**config.mk**
```make
export PLATFORM = sky130hd
export DESIGN_NAME = da_serial_driver
export DESIGN_NICKNAME = d
export VERILOG_FILES = /design/src/rtl/da_serial_driver.sv
export SDC_FILE = /design/constraint.sdc
export NUM_CORES = 1
export LEC_CHECK = 0
export BUFFER_PORTS_ARGS = -buffer_cell sky130_fd_sc_hd__buf_2
export CELL_PAD_IN_SITES_DETAIL_PLACEMENT = 1
export CELL_PAD_IN_SITES_GLOBAL_PLACEMENT = 1
export CORE_MARGIN = 4
export CORE_UTILIZATION = 47
export CTS_CLUSTER_SIZE = 20
export DETAILED_ROUTE_END_ITERATION = 16
export PLACE_DENSITY = 0.84
export SLEW_MARGIN = 5
export SYNTH_ARGS = -nofsm -noshare
export SYNTH_HDL_FRONTEND = slang
export SYNTH_SLANG_ARGS = --single-unit
```
**constraint.sdc**
```tcl
create_clock -name CLK_50M -period 2.85 [get_ports CLK_50M]
set_input_delay 0 -clock CLK_50M [delete_from_list [all_inputs] [get_ports CLK_50M]]
set_output_delay 0 -clock CLK_50M [all_outputs]
set_load 0.01 [all_outputs]
```
**src/rtl/da_serial_driver.sv**
```systemverilog
// Serial DAC frame driver: captures a 10-bit sample on da_start and shifts a
// 12-bit frame (10 data bits MSB first + 2 zero fill bits) out on cs_n/sclk/din.
module da_serial_driver #(
    parameter int unsigned SCLK_HALF = 2,
    parameter int unsigned CS_SETUP  = 1,
    parameter int unsigned CS_HOLD   = 1
) (
    input  logic       CLK_50M,
    input  logic       RST_N,
    input  logic [9:0] da_data,
    input  logic       da_start,
    output logic       da_cs_n,
    output logic       da_sclk,
    output logic       da_din,
    output logic       da_busy,
    output logic       da_done,
    output logic       da_overrun
);

    localparam int unsigned DW     = 10;
    localparam int unsigned FW     = 12;
    localparam int unsigned BW     = 4;
    localparam int unsigned PH_W   = (SCLK_HALF > 1) ? $clog2(SCLK_HALF) : 1;
    localparam int unsigned CS_MAX = (CS_SETUP > CS_HOLD) ? CS_SETUP : CS_HOLD;
    localparam int unsigned CW     = (CS_MAX > 1) ? $clog2(CS_MAX) : 1;

    localparam logic [PH_W-1:0] PH_LAST    = PH_W'(SCLK_HALF - 1);
    localparam logic [CW-1:0]   SETUP_LAST = CW'(CS_SETUP - 1);
    localparam logic [CW-1:0]   HOLD_LAST  = CW'(CS_HOLD - 1);
    localparam logic [BW-1:0]   BIT_LAST   = BW'(FW - 1);

    typedef enum logic [1:0] {
        S_IDLE  = 2'd0,
        S_SETUP = 2'd1,
        S_SHIFT = 2'd2,
        S_HOLD  = 2'd3
    } state_e;

    state_e          state_q, state_d;
    logic [FW-1:0]   shreg_q, shreg_d;
    logic [BW-1:0]   bit_q,   bit_d;
    logic [PH_W-1:0] ph_q,    ph_d;
    logic            hi_q,    hi_d;
    logic [CW-1:0]   cnt_q,   cnt_d;

    logic cs_n_q,    cs_n_d;
    logic sclk_q,    sclk_d;
    logic din_q,     din_d;
    logic busy_q,    busy_d;
    logic done_q,    done_d;
    logic overrun_q, overrun_d;

    // State, datapath and output registers
    always_ff @(posedge CLK_50M or negedge RST_N) begin
        if (!RST_N) begin
            state_q   <= S_IDLE;
            shreg_q   <= '0;
            bit_q     <= '0;
            ph_q      <= '0;
            hi_q      <= 1'b0;
            cnt_q     <= '0;
            cs_n_q    <= 1'b1;
            sclk_q    <= 1'b0;
            din_q     <= 1'b0;
            busy_q    <= 1'b0;
            done_q    <= 1'b0;
            overrun_q <= 1'b0;
        end else begin
            state_q   <= state_d;
            shreg_q   <= shreg_d;
            bit_q     <= bit_d;
            ph_q      <= ph_d;
            hi_q      <= hi_d;
            cnt_q     <= cnt_d;
            cs_n_q    <= cs_n_d;
            sclk_q    <= sclk_d;
            din_q     <= din_d;
            busy_q    <= busy_d;
            done_q    <= done_d;
            overrun_q <= overrun_d;
        end
    end

    // Next-state: SETUP/HOLD count cnt_q, SHIFT walks low/high half-phases per bit
    always_comb begin
        state_d = state_q;
        shreg_d = shreg_q;
        bit_d   = bit_q;
        ph_d    = ph_q;
        hi_d    = hi_q;
        cnt_d   = cnt_q;
        unique case (state_q)
            S_IDLE: begin
                bit_d = '0;
                ph_d  = '0;
                hi_d  = 1'b0;
                cnt_d = '0;
                if (da_start) begin
                    shreg_d = {da_data, (FW - DW)'(0)};
                    state_d = S_SETUP;
                end
            end
            S_SETUP: begin
                if (cnt_q == SETUP_LAST) begin
                    cnt_d   = '0;
                    state_d = S_SHIFT;
                end else begin
                    cnt_d = cnt_q + CW'(1);
                end
            end
            S_SHIFT: begin
                if (ph_q == PH_LAST) begin
                    ph_d = '0;
                    if (!hi_q) begin
                        hi_d = 1'b1;
                    end else begin
                        hi_d    = 1'b0;
                        shreg_d = {shreg_q[FW-2:0], 1'b0};
                        if (bit_q == BIT_LAST) begin
                            bit_d   = '0;
                            state_d = S_HOLD;
                        end else begin
                            bit_d = bit_q + BW'(1);
                        end
                    end
                end else begin
                    ph_d = ph_q + PH_W'(1);
                end
            end
            S_HOLD: begin
                if (cnt_q == HOLD_LAST) begin
                    cnt_d   = '0;
                    state_d = S_IDLE;
                end else begin
                    cnt_d = cnt_q + CW'(1);
                end
            end
            default: state_d = S_IDLE;
        endcase
    end

    // Outputs follow the current state; done marks the first idle cycle after busy
    always_comb begin
        cs_n_d    = 1'b1;
        sclk_d    = 1'b0;
        din_d     = 1'b0;
        busy_d    = 1'b0;
        done_d    = 1'b0;
        overrun_d = 1'b0;
        if (state_q == S_IDLE) begin
            done_d = busy_q;
        end else begin
            cs_n_d    = 1'b0;
            busy_d    = 1'b1;
            din_d     = shreg_q[FW-1];
            sclk_d    = (state_q == S_SHIFT) && hi_q;
            overrun_d = da_start;
        end
    end

    assign da_cs_n    = cs_n_q;
    assign da_sclk    = sclk_q;
    assign da_din     = din_q;
    assign da_busy    = busy_q;
    assign da_done    = done_q;
    assign da_overrun = overrun_q;

endmodule

```
# Word level (Yosys, flattened, before mapping)
# Cells that the tools add are included.
dict set report word_totals {
  out_inout_bits 6
  regBits 27
  elab_cells 62
  inputBits 13
}
dict set report classes {
  addsub 3
  n_eq_ne 10
  reduce_logical 9
  muxes 28
}
# op n
set ops {}
lappend ops {{2-to-1 mux 12 bit} 3}
lappend ops {{one-hot mux 12 bit (2 select lines)} 1}
lappend ops {{2-to-1 mux 2 bit} 6}
lappend ops {{2-to-1 mux 4 bit} 3}
lappend ops {{!= test 2 bit (second input constant)} 6}
lappend ops {{2-to-1 mux 1 bit} 10}
lappend ops {{one-hot mux 2 bit (4 select lines)} 1}
lappend ops {{one-hot mux 4 bit (2 select lines)} 1}
lappend ops {{one-hot mux 1 bit (2 select lines)} 3}
lappend ops {{AND reduction 6 bit} 1}
lappend ops {{adder 4 x 1 -> 4 bit (second input constant)} 1}
lappend ops {{== test 2 bit (second input constant)} 2}
lappend ops {{== test 4 bit (second input constant)} 1}
lappend ops {{AND reduction 4 bit} 1}
lappend ops {{nonzero test 2 bit} 2}
lappend ops {{AND reduction 3 bit} 1}
lappend ops {{adder 1 bit (second input constant)} 2}
lappend ops {{== test 2 x 1 -> 1 bit (second input constant)} 1}
lappend ops {{logical NOT 2 bit} 1}
lappend ops {{AND reduction 2 bit} 1}
lappend ops {{OR reduction 2 bit} 1}
lappend ops {{logical AND 1 bit} 1}

# Logic depth before layout (Yosys ltp)
dict set report logic_depth {
  depth_word 5
  mapped_depth 7
  mapped_depth_nobuf 5
}

# Worst setup path before layout
# Ideal clock, no wire load.
dict set report synth_path {
  path_type {register -> register}
  startpoint {register state_q[1]}
  endpoint {register shreg_q[10]}
  setup_ps 125
  stages_incl_launch_ff 6
  t_arrival_ps 1593
  path_slack_ps 1132
  n_path_buf 0
  synth_period_minus_slack_ps 1718
  cell_sequence {dfrtp_1 -> inv_1 -> ha_1 -> nor2b_1 -> a211oi_4 -> mux2_2}
}
dict set report synth_via {
  elab_chain_len 3
}
# item line_no
set synth_lines {}
lappend synth_lines {{start, declared} 39} ;# state_e state_q, state_d;
lappend synth_lines {{start signal, assigned} 69} ;# state_q <= state_d;
lappend synth_lines {{== test 2 bit or logical NOT 2 bit (tied branches)} 92} ;# unique case (state_q)
lappend synth_lines {{!= test 2 bit (no source line) or nonzero test 2 bit (tied branches)} n/a}
lappend synth_lines {{AND reduction 4 bit (no source line)} n/a}
lappend synth_lines {{end signal, assigned} 70} ;# shreg_q <= shreg_d;
lappend synth_lines {{end, declared} 40} ;# logic [FW-1:0] shreg_q, shreg_d;
# Parallel ways exist; a longest one is shown, timed or not.
# A chain may end at the register's enable or synchronous reset.

# Worst setup path after layout
dict set report layout_path {
  startpoint {register state_q[0]}
  endpoint {register shreg_q[7]}
}
# Same word-level chain as after synthesis.

==> results.cfg <==
[setup_path]
required_ns = 3.06
path_class = reg2reg
rr_startpoint = state_q[0]$_DFFE_PN0P_
path_cells = inv_1 -> ha_1 -> nor2_2 -> a211oi_4 -> mux2_2
reg2reg_to = shreg_q[7]$_DFFE_PN0P_
critPathCaptureType = flop
r2r_cells = 5
slowest_stage = a211oi_4
cp.arrival_ns = 2.32
r2r_slack_ns = 0.74
critPathMaxFanout = 10
cpPeakStageDelay_ns = 0.53
critPathLaunchType = flop

[final_layout]
fill_cells = 244
syn_to_final_growth_pct = 15.3
layout_common_cells = dfrtp_1 (23), mux2_2 (18), buf_2 (18)
finalNonFillerCells = 146
final_util = 0.591
diodes = 0
drive_above_1_share = 0.381
final_nets = 136
final_common_cell = dfrtp_1

[synthesis]
synthesis.nets = 113
synth_area_sq_um = 1170
synth_cells = 96
ys_ff_latch = 24
synth_area_leaders = dfrtp_1 (49%), mux2_2 (17%), ha_1 (4.3%), o21ai_0 (2.6%), dfstp_2 (2.3%)
synth_top_area_share = 0.494
synth_area_leader_cell = dfrtp_1
synth.distinct_cells = 30
yosysSeqAreaShare = 0.516
ys_warn_count = 0
synth_area_per_cell_sq_um = 12.1

[clock_tree]
cts.root.buffer_cell = clkbuf_4
cts-buffers-inserted = 3
insertion_delay_ns = 0.31
cts.sinks = 24
cts_setup_buffers = 0
htree_num_levels = 1
clkTransAtPathRegs_ns = 0.14
clockBufferDepth = 2
cts_tree = done

[grt]
grt_pass1_wl_um = 4290
grt_max_degree = 25
grt.total_usage = 0.166
antenna_found_initial = 0
grt_overflow = 0
grt_pass1_vias = 916

[sta]
fin_skew_ns = 0.00185
hold_viol = 0
setup_viol_count_final = 0
timing.hold.ws_ns = 0.0426
setup_ws_ns = 0.745
rsz0062_at_grt = false
fin_crit_sh = 0.739
max_slew_margin = 0.622
timing.fmax_ghz = 0.475
worst_pin_slew_ns = 0.564
drv_slew = 0
post-route-min-period_ns = 2.11
tns_ns = 0

[die]
die_w_um = 57.8
dieArea_sq_um = 3340
rows = 17
core_sq_um = 2280
start_util = 0.512
die_h_um = 57.8
io_pins = 19

[placed_design]
placed_cells = 139
place_hpwl_um = 1830
pre_cts_ws_ns = 0.747
gp_congestion = 0.788
portBuffers = 18

[power_and_ir_drop]
ir_drop_uv = 242
leakage_nw = 0.656
p_per_area_nw_per_um2 = 424

[routing]
route.detailed.drc = 0
vias_per_cell = 5.64
dr.pass1.iters = 3
drtIter0Drc = 8
wl_per_cell_um = 16.8
dr_total_vias = 824
wl_um = 2450
postRouteAntennaNets = 0

[flow_run]
drv_cap = 0

[min_path]
hold_start = da_data[2]
min_to = shreg_q[4]$_DFFE_PN0P_
hp-class = in2reg
min_delay_path_depth = 3

[outcome]
outcome = finished, final reports clean
-- state kept, by name, indices dropped and copies added, names as in the netlist --
signal / cells
shreg_q: 10
bit_q: 4
state_q: 2
da_busy: 1
da_cs_n: 1
da_din: 1
da_done: 1
da_overrun: 1
da_sclk: 1
hi_q: 1
ph_q: 1
-- timing repair --
| action | CTS | global route |
|---|---|---|
| gates resized for setup | 0 | 0 |
| hold buffers | 3 | 0 |
| endpoints found under the hold margin | 25 | 0 |
-- how the worst max path moves through the flow --
stage / to / startpoint
6_report: shreg_q[7]$_DFFE_PN0P_ / state_q[0]$_DFFE_PN0P_
5_1_grt: shreg_q[7]$_DFFE_PN0P_ / state_q[0]$_DFFE_PN0P_
4_1_cts: shreg_q[7]$_DFFE_PN0P_ / state_q[0]$_DFFE_PN0P_
3_5_place_dp: shreg_q[7]$_DFFE_PN0P_ / state_q[0]$_DFFE_PN0P_
3_3_place_gp: shreg_q[11]$_DFFE_PN0P_ / state_q[0]$_DFFE_PN0P_
2_1_floorplan: shreg_q[10]$_DFFE_PN0P_ / state_q[1]$_DFFE_PN0P_
-- worst max-delay path, delay by kind of cell (launching register included) --
family / cells / cell delay [ns]
buffers and inverters: 1 / 0.12
adders and majority gates: 1 / 0.40
and+or+nand+nor: 1 / 0.15
DFF: 1 / 0.39
AOI/OAI and AO/OA: 1 / 0.53
muxes: 1 / 0.41
-- cell type report --
cell class                      count  area (sq um)  area share
Clock buffer                        4          36.3      0.0270
Multi-Input combinational cell     61           518       0.385
Inverter                            7          26.3      0.0195
Sequential cell                    24           602       0.447
Tap cell                           28          35.0      0.0260
Timing Repair Buffer               22           128      0.0949
-- cells in the mapped netlist (all sizes together) --
cell and n:
nand3 4, xnor2 1, a21oi 2, nor3b 2, a211oi 1, o211ai 1, and3 1, nand4 1
clkbuf 2, a31oi 2, ha 4, buf 2, o31ai 1, inv 7, dfrtp 23, and2 1
o32ai 1, and3b 1, o2111ai 1, nor2 2, nand2 4, nor2b 3, dfstp 1, or4 1
o21ai 6, o32a 1, mux2 18, mux2i 2
-- stage by stage --
stage	total power, mW	instance area, sq um
final	0.570	1350
after global routing	0.593	1350
after global placement	0.385	1280
after floorplan	0.368	1170
after CTS	0.568	1350
after detailed placement	0.388	1280
-- cells by family (layout without fill, tap and decap cells) --
logic type	Yosys count	in the layout	share of synthesized area
compound gates	16	16	0.0987
xor+xnor	1	1	0.00751
fa+ha+maj	4	4	0.0429
buf+inv	11	33	0.0397
flops	24	24	0.516
mux	20	20	0.191
simple gates	20	20	0.104
-- per-layer routing --
metal  GRT usage  wire [um]  vias up
met3      0.0267         97        4
li1            -          -      384
met2       0.305       1280       16
met5           0          0        -
met1       0.202       1050      420
met4      0.0397         24        0
-- power by group --
| part | leakage [nW] | internal [mW] | switching, mW |
|---|---|---|---|
| Clock | 0.0210 | 0.0780 | 0.108 |
| Combinational | 0.306 | 0.0222 | 0.0189 |
| Sequential | 0.328 | 0.342 | 0.000247 |
| Total | 0.656 | 0.442 | 0.127 |
Power figures use the tool's default switching activity.
